**src/rtl/fifo_pop_ctrl.sv**
```systemverilog
// Read-side controller for the fifo_4x8 buffer: issues FIFO pops, captures returned words into a
// 2-entry holding buffer and presents them downstream with valid/ready; halts on FIFO error.
module fifo_pop_ctrl #(
    parameter int unsigned DATA_SIZE = 8,
    parameter int unsigned CNT_SIZE  = 8
) (
    input  logic                 clk,
    input  logic                 reset,
    input  logic                 fifo_empty,
    input  logic                 fifo_error,
    input  logic [DATA_SIZE-1:0] data_out_pop,
    output logic                 read,
    input  logic                 ready_in,
    output logic                 valid_out,
    output logic [DATA_SIZE-1:0] data_out,
    input  logic                 clear_err,
    output logic                 err_latched,
    output logic [CNT_SIZE-1:0]  pop_count
);

    typedef enum logic [1:0] {
        StIdle,
        StRun,
        StErr
    } state_e;

    state_e               state_q, state_d;
    logic [DATA_SIZE-1:0] hold_q [2];
    logic                 wr_ptr_q;
    logic                 rd_ptr_q;
    logic [1:0]           count_q, count_d;
    logic                 inflight_q;
    logic [CNT_SIZE-1:0]  pop_count_q;

    logic                 xfer;
    logic                 capture;
    logic [2:0]           occupancy;
    logic                 room;

    assign xfer      = valid_out & ready_in;
    assign capture   = inflight_q;
    assign occupancy = {1'b0, count_q} + {2'b00, inflight_q};
    // A same-cycle transfer frees a slot, so the limit is relaxed by one when xfer is high.
    assign room      = occupancy < (3'd2 + {2'b00, xfer});

    always_comb begin
        read = (state_q == StRun) & ~fifo_error & ~fifo_empty & room;
    end

    assign valid_out   = (count_q != 2'd0);
    assign data_out    = hold_q[rd_ptr_q];
    assign err_latched = (state_q == StErr);
    assign pop_count   = pop_count_q;

    always_comb begin
        count_d = count_q;
        case ({capture, xfer})
            2'b10:   count_d = count_q + 2'd1;
            2'b01:   count_d = count_q - 2'd1;
            default: count_d = count_q;
        endcase
    end

    always_comb begin
        state_d = state_q;
        case (state_q)
            StIdle: state_d = StRun;
            StRun: begin
                if (fifo_error) begin
                    state_d = StErr;
                end
            end
            StErr: begin
                // Leave only once nothing is buffered or still on its way back from the FIFO.
                if (clear_err && (count_q == 2'd0) && !inflight_q) begin
                    state_d = StRun;
                end
            end
            default: state_d = StIdle;
        endcase
    end

    always_ff @(posedge clk or negedge reset) begin
        if (!reset) begin
            state_q     <= StIdle;
            hold_q[0]   <= '0;
            hold_q[1]   <= '0;
            wr_ptr_q    <= 1'b0;
            rd_ptr_q    <= 1'b0;
            count_q     <= 2'd0;
            inflight_q  <= 1'b0;
            pop_count_q <= '0;
        end else begin
            state_q    <= state_d;
            count_q    <= count_d;
            inflight_q <= read;
            if (capture) begin
                hold_q[wr_ptr_q] <= data_out_pop;
                wr_ptr_q         <= ~wr_ptr_q;
            end
            if (xfer) begin
                rd_ptr_q <= ~rd_ptr_q;
            end
            if (read) begin
                pop_count_q <= pop_count_q + CNT_SIZE'(1);
            end
        end
    end

endmodule

```
**config.mk**
```make
export PLATFORM = sky130hd
export DESIGN_NAME = fifo_pop_ctrl
export DESIGN_NICKNAME = d
export VERILOG_FILES = /design/src/rtl/fifo_pop_ctrl.sv
export SDC_FILE = /design/constraint.sdc
export NUM_CORES = 1
export LEC_CHECK = 0
export ABC_AREA = 1
export CORE_MARGIN = 2
export CORE_UTILIZATION = 52
export CTS_BUF_LIST = sky130_fd_sc_hd__clkbuf_8
export DETAILED_ROUTE_END_ITERATION = 7
export PLACE_DENSITY = 0.89
export SYNTH_ARGS = -nofsm -noshare
export SYNTH_HDL_FRONTEND = slang
export SYNTH_SLANG_ARGS = --single-unit
```
**constraint.sdc**
```tcl
create_clock -name clk -period 2.2 [get_ports clk]
set_clock_uncertainty 0.1 [all_clocks]
set_input_delay 0.44 -clock clk [delete_from_list [all_inputs] [get_ports clk]]
set_output_delay 0.44 -clock clk [all_outputs]
set_load 0.02 [all_outputs]
```
==> metrics.md, run 1 <==
| Metric | Value |
|---|---|
| Status | `finished clean` |
| Post-synthesis mux area share | `0%` |
| Worst-Skew Late Latency | `0.28 ns` |
| Total Nets Final | `253` |
| Vias post-DR | `1332` |
| Starting Density | `53.6%` |
| ANT cells | `0` |
| Area growth from synthesis to layout | `32.8%` |
| Clock slew at reported path FFs | `0.07 ns` |
| CTS Buf Count | `5` |
| R2r endpoint | `count_q[1]` |
| Initial detailed-routing violation count | `27` |
| Synth top cells by count | `nand2_1, dfrtp_1, inv_1` |
| Final setup margin | `0.0587 ns` |
| Die Area | `3530 um2` |
| Adder-cell share of the synthesized area | `3.13%` |
| CP endpoint | `data_out[7]` |
| Layout cell share with drive strength beyond 1 | `17.0%` |
| CP Data Arrival Time | `1.60 ns` |
| Levels on crit path | `4` |
| Setup crit start kind | `flip-flop` |
| Fin crit period | `2.14 ns` |
| Std-Cell Rows | `20` |
| Share of the synthesized area in the top cell type | `48.6%` |
| CP bufs+invs | `2` |
| CP max stage delay | `0.59 ns` |
| DR WL/cell | `12.2 um` |
| Htree depth | `2` |
| Worst-path maximum fanout | `9` |
| Worst Max-Slew Pin Slew | `0.448 ns` |
| Yosys reg bits | `31` |
| Post-route DRC violation count | `0` |
| CTS tree | `built` |
| Syn Area/Cell | `8.49 um2` |
| Pwr per Cell Area | `1340 nW/um2` |
| Yosys top cell by area | `dfrtp_1` |
| # IOs | `33` |
| Crit path cell chain | `clkinvlp_4 > nand2_1 > nand2_1 > clkdlybuf4s50_1` |
| Syn Inst Count | `188` |
| XOR/XNOR Fraction of Synth Area | `3.29%` |
| Ys async rst share | `100%` |
| Post-synth cell types | `25` |
| Warnings, synthesis | `0` |
| Dpl ws | `-0.299 ns` |
| Cell repeated most along the worst path | `nand2_1` |
| Core area | `2980 um2` |
| Placed cell count | `261` |
| RSZ-0062 raised after global routing | `no` |
| R2R Path Start | `count_q[0]` |
| Cts hold-fix bufs | `0` |
| Synth Area in Compound Gates | `9.95%` |
| Mapped Area | `1600 um2` |
| WP data required | `1.66 ns` |
| VDD IR max | `572 uV` |
| Post-Syn Nets | `206` |
| Dpl hpwl | `2210 um` |
| Initial antenna violation count | `0` |
| Slew Viols, Final | `0` |
| Number of fill cells in the layout | `222` |
| Hold Slack | `0.366 ns` |
| Post-Route WL | `3270 um` |
| Post-synthesis sequential area ratio | `48.6%` |
| Wire length of the first global-routing pass | `5250 um` |
| Synth top area cells | `dfrtp_1, nand2_1, inv_1` |
| R2r setup slk | `0.47 ns` |
| Die Span X | `59.4 um` |
| Grt ovf | `0` |
| Final Wtd Congestion | `0.821` |
| Crit-path slowest cell | `clkdlybuf4s50_1` |
| Max_cap viols | `0` |
| Count leader, synth | `nand2_1` |
| Main synth FF type | `dfrtp_1` |
| Setup Viol. Count Final | `0` |
| Final Hold Vio Count | `0` |
| Register-to-Register Path Depth | `9` |
| CP Capture Type | `output pin` |
| TritonRoute pass-1 iters | `4` |
| Post-DRT Antenna Nets | `0` |
| Leak | `0.00109 uW` |
| Number of global-route vias before repair | `1250` |
| Tot GR Track Use | `20.3%` |
| Non-filler cells, final | `268` |
| Root Buffer | `clkbuf_8` |
| Post-synth EDFFs | `0` |
| Peak Freq | `467 MHz` |
| Clock sink count | `31` |
| Hold WC Path Type | `flip-flop to flip-flop` |
| Port Buffers | `32` |
| Final period utilization | `97.3%` |
| Post-Synth Simple-Gate Area | `27.1%` |
| Largest family of logic cells by synthesized area | `simple AND/OR/NAND/NOR gates` |
| Crit Path Class | `flip-flop to output pin` |
| Kind of cell adding the most delay to the critical path | `buffers and inverters` |
| Bufs on Longest Clock Path | `2` |
| Worst setup path startpoint | `rd_ptr_q` |
| Pin count of the biggest net entering global routing | `32` |
| Max-slew headroom | `70.1%` |
| Vias per std cell | `4.97` |
| Die height | `59.4 um` |
-- cell families (layout without fill, tap and decap cells) --
logic type,after synthesis,after routing
AO/OA/AOI/OAI,23,23
XOR/XNOR,6,6
adder cells (fa/ha/maj),4,4
buffers and inverters,27,74
flip-flops,31,31
AND/OR/NAND/NOR,97,97
-- sequential cells by signal, summed over array words and instances, names as in the netlist --
signal     flops
capture        1
hold_q        16
state_q        2
pop_count      8
rd_ptr_q       1
count_q        2
wr_ptr_q       1
-- final cells by class --
class	count	area [um2]	share of cell area, %
clock buffers	6	82.6	3.90
well taps	33	41.3	1.95
repair buffers	44	418	19.7
inverters	23	90.1	4.25
clock inverters	1	5.00	0.236
multi-input cells	130	707	33.4
flip-flops and latches	31	776	36.6
-- how the worst min path moves through the flow --
stage,from,to,slack [ns],cells past startpoint
after floorplan,reset,capture,0.04,0
after global placement,state_q[1],state_q[1],0.35,1
after detailed placement,state_q[1],state_q[1],0.35,1
after CTS,state_q[1],state_q[1],0.36,1
after global routing,state_q[1],state_q[1],0.37,1
final,state_q[1],state_q[1],0.37,1
-- stage by stage --
step / util (%) / TNS (ns) / power (uW) / cell area (um2)
after floorplan: - / 0 / 1820 / 1600
after global placement: 67.4 / -0.274 / 2340 / 2010
after detailed placement: 67.4 / -0.299 / 2390 / 2010
after CTS: 70.2 / 0 / 2850 / 2090
after global routing: 71.2 / 0 / 3050 / 2120
final: 71.2 / 0 / 2850 / 2120
-- layout by cell type (no fill, tap or decap), drive strengths merged --
master	n
nand3	11
nand4	3
xor2	3
xnor2	3
clkbuf	6
dfrtp	31
a21oi	2
clkdlybuf4s50	27
or2	1
buf	13
inv	22
ha	4
o31ai	1
clkinvlp	1
clkinv	1
o21ai	20
nor2	6
dlymetal6s2s	4
nand2	76
-- per-layer routing --
layer | global-route usage (%) | share of wire (%) | up-vias
met1 | 24.3 | 43 | 629
met2 | 33.3 | 53 | 16
li1 | - | - | 680
met4 | 12.7 | 2.7 | 0
met3 | 4.15 | 2.1 | 7
met5 | 0 | 0 | -
-- repair_timing --
item / CTS / global route
resized for setup: 4 / 7
gates cloned: 0 / 0
endpoints found under the hold margin: 0 / 0
setup buffers: 0 / 0
setup endpoints to repair: 1 / 9
-- power breakdown --
group | internal (uW) | total, uW | switching (uW)
clock | 245 | 444 | 199
sequential | 807 | 972 | 165
combinational | 649 | 1430 | 783
total | 1700 | 2850 | 1150
Note: power is estimated with default switching activity, not from simulation.
==> run 2: changes to the inputs <==
--- a/config.mk
+++ b/config.mk
@@ -11,4 +11,5 @@
 export CTS_BUF_LIST = sky130_fd_sc_hd__clkbuf_8
 export DETAILED_ROUTE_END_ITERATION = 7
+export GPL_TIMING_DRIVEN = 1
 export PLACE_DENSITY = 0.89
 export SYNTH_ARGS = -nofsm -noshare
==> constraint.sdc (replaced) <==
create_clock -name clk -period 2.2 [get_ports clk]
set_clock_uncertainty 0.1 [all_clocks]
set_input_delay 0.55 -clock clk [delete_from_list [all_inputs] [get_ports clk]]
set_output_delay 0.55 -clock clk [all_outputs]
set_load 0.02 [all_outputs]
==> metrics.md, run 2 (synthesis results as in run 1) <==
| Metric | Value |
|---|---|
| CP Capture Type | `output pin` |
| Wire length of the first global-routing pass | `5790 um (+10%)` |
| Die Span X | `59.4 um (unchanged)` |
| Worst-Skew Late Latency | `0.28 ns (about the same)` |
| Number of fill cells in the layout | `209 (-5.9%)` |
| Slew Viols, Final | `0 (unchanged)` |
| Leak | `0.00114 uW (+4.3%)` |
| Hold WC Path Type | `flip-flop to flip-flop` |
| Worst Max-Slew Pin Slew | `0.475 ns (+0.0270 ns)` |
| Root Buffer | `clkbuf_8` |
| Core area | `2980 um2 (unchanged)` |
| Crit Path Class | `flip-flop to output pin` |
| Die height | `59.4 um (unchanged)` |
| Commonest non-fill, non-tap cell in the layout | `nand2_1` |
| ANT cells | `0 (unchanged)` |
| Post-route DRC violation count | `0 (unchanged)` |
| Bufs on Longest Clock Path | `2 (unchanged)` |
| Layout cell share with drive strength beyond 1 | `19.3% (+2.3 points)` |
| Hold Slack | `0.374 ns (+0.00770 ns)` |
| Std-Cell Rows | `20 (unchanged)` |
| Final Wtd Congestion | `0.812 (-1.0%)` |
| Clock slew at reported path FFs | `0.06 ns (about the same)` |
| Status | `finished clean` |
| Die Area | `3530 um2 (unchanged)` |
| Max-slew headroom | `68.3% (-1.8 points)` |
| Top reg by flops | `hold_q` |
| Setup Viol. Count Final | `0 (unchanged)` |
| TritonRoute pass-1 iters | `4 (unchanged)` |
| Final Hold Vio Count | `0 (unchanged)` |
| Htree depth | `2 (unchanged)` |
| CP Data Arrival Time | `1.48 ns (-0.12 ns)` |
| Setup crit start kind | `flip-flop` |
| Util after Layout | `72.3% (+1.1 points)` |
| Dpl hpwl | `2420 um (+9.2%)` |
| CTS tree | `built` |
| RSZ-0062 raised after global routing | `no` |
| Max_cap viols | `0 (unchanged)` |
| Fin crit period | `2.13 ns (-0.0141 ns)` |
| DR WL/cell | `13.0 um (+6.9%)` |
| Most frequent cells in the layout | `nand2_1, dfrtp_1, clkdlybuf4s50_1, inv_1, buf_4` |
| Largest register FFs | `16 (unchanged)` |
| Post-DRT Antenna Nets | `0 (unchanged)` |
| Port Buffers | `32 (unchanged)` |
| Starting Density | `53.6% (unchanged)` |
| Grt ovf | `0 (unchanged)` |
| Vias post-DR | `1418 (+6.5%)` |
| Pwr per Cell Area | `1320 nW/um2 (-1.5%)` |
| Tot GR Track Use | `22.8% (+2.5 points)` |
| Total Nets Final | `256 (+1.2%)` |
| CTS Buf Count | `5 (unchanged)` |
| VDD IR max | `665 uV (+16%)` |
| Vias per std cell | `5.23 (+5.3%)` |
| Clock sink count | `31 (unchanged)` |
| Number of global-route vias before repair | `1348 (+7.8%)` |
| Area growth from synthesis to layout | `34.9%` |
| Pin count of the biggest net entering global routing | `32 (unchanged)` |
| Peak Freq | `470 MHz (+0.66%)` |
| Initial detailed-routing violation count | `79 (+190%)` |
| # IOs | `33 (unchanged)` |
| Final period utilization | `96.7% (-0.64 points)` |
| Initial antenna violation count | `0 (unchanged)` |
| Post-Route WL | `3540 um (+8.1%)` |
| Overall Power | `2850 uW (about the same)` |
| WP data required | `1.55 ns (-0.11 ns)` |
| Setup TNS | `0 ns (unchanged)` |
| Worst-path maximum fanout | `2 (-7)` |
-- run 2: area by class of cell --
cell class              count  area (um2)  share of cell area (%)
clock buffers               6        82.6                    3.83
clock inverters             1        5.00                   0.232
inverters                  23        87.6                    4.07
multi-input cells         130         719                    33.4
flip-flops and latches     31         776                    36.0
well taps                  33        41.3                    1.92
repair buffers             47         442                    20.5
-- run 2: worst paths after layout --
path	startpoint	cells past startpoint	endpoint	slack, ns
setup / recovery	count_q[0]	6	read	0.07
hold reg to reg	state_q[1]	1	state_q[1]	0.37
setup reg to reg	count_q[0]	9	count_q[1]	0.42
hold / removal	state_q[1]	1	state_q[1]	0.37
min in group asynchronous	reset	2	hold_q[4]	0.55
max in group asynchronous	reset	2	pop_count[6]	1.15
-- run 2: per-stage QoR --
stage / instances / cell area, um2 / setup slack [ns]
after CTS: 270 / 2130 / 0.00391
final: 271 / 2150 / 0.0728
after detailed placement: 262 / 2020 / -0.537
after floorplan: 188 / 1600 / 0.211
after global routing: 271 / 2150 / 0.00657
after global placement: 262 / 2020 / -0.501
-- run 2: repair_timing --
item | CTS | global route
buffers inserted | 1 | 1
pin swaps | 1 | 2
endpoints found under the hold margin | 0 | 0
hold buffers | 0 | 0
resized for setup | 17 | 7
endpoints found under the setup margin | 9 | 5
-- run 2: report_power, final --
| group | switching (uW) | internal [uW] | total, uW |
|---|---|---|---|
| clock network | 202 | 245 | 447 |
| logic | 801 | 621 | 1420 |
| registers | 173 | 808 | 980 |
-- run 2: worst max-delay path: stages, from the launching register on --
cell     delay (ns)
dfrtp_1        0.40
ha_1           0.22
ha_4           0.29
nand2_4        0.06
nand3_4        0.06
inv_2          0.04
buf_6          0.12
-- run 2: metal layers --
layer	global-route usage, %	wire [um]
met5	0	0
met3	6.77	151
met4	11.4	76
met2	38.6	1840
met1	26.0	1470
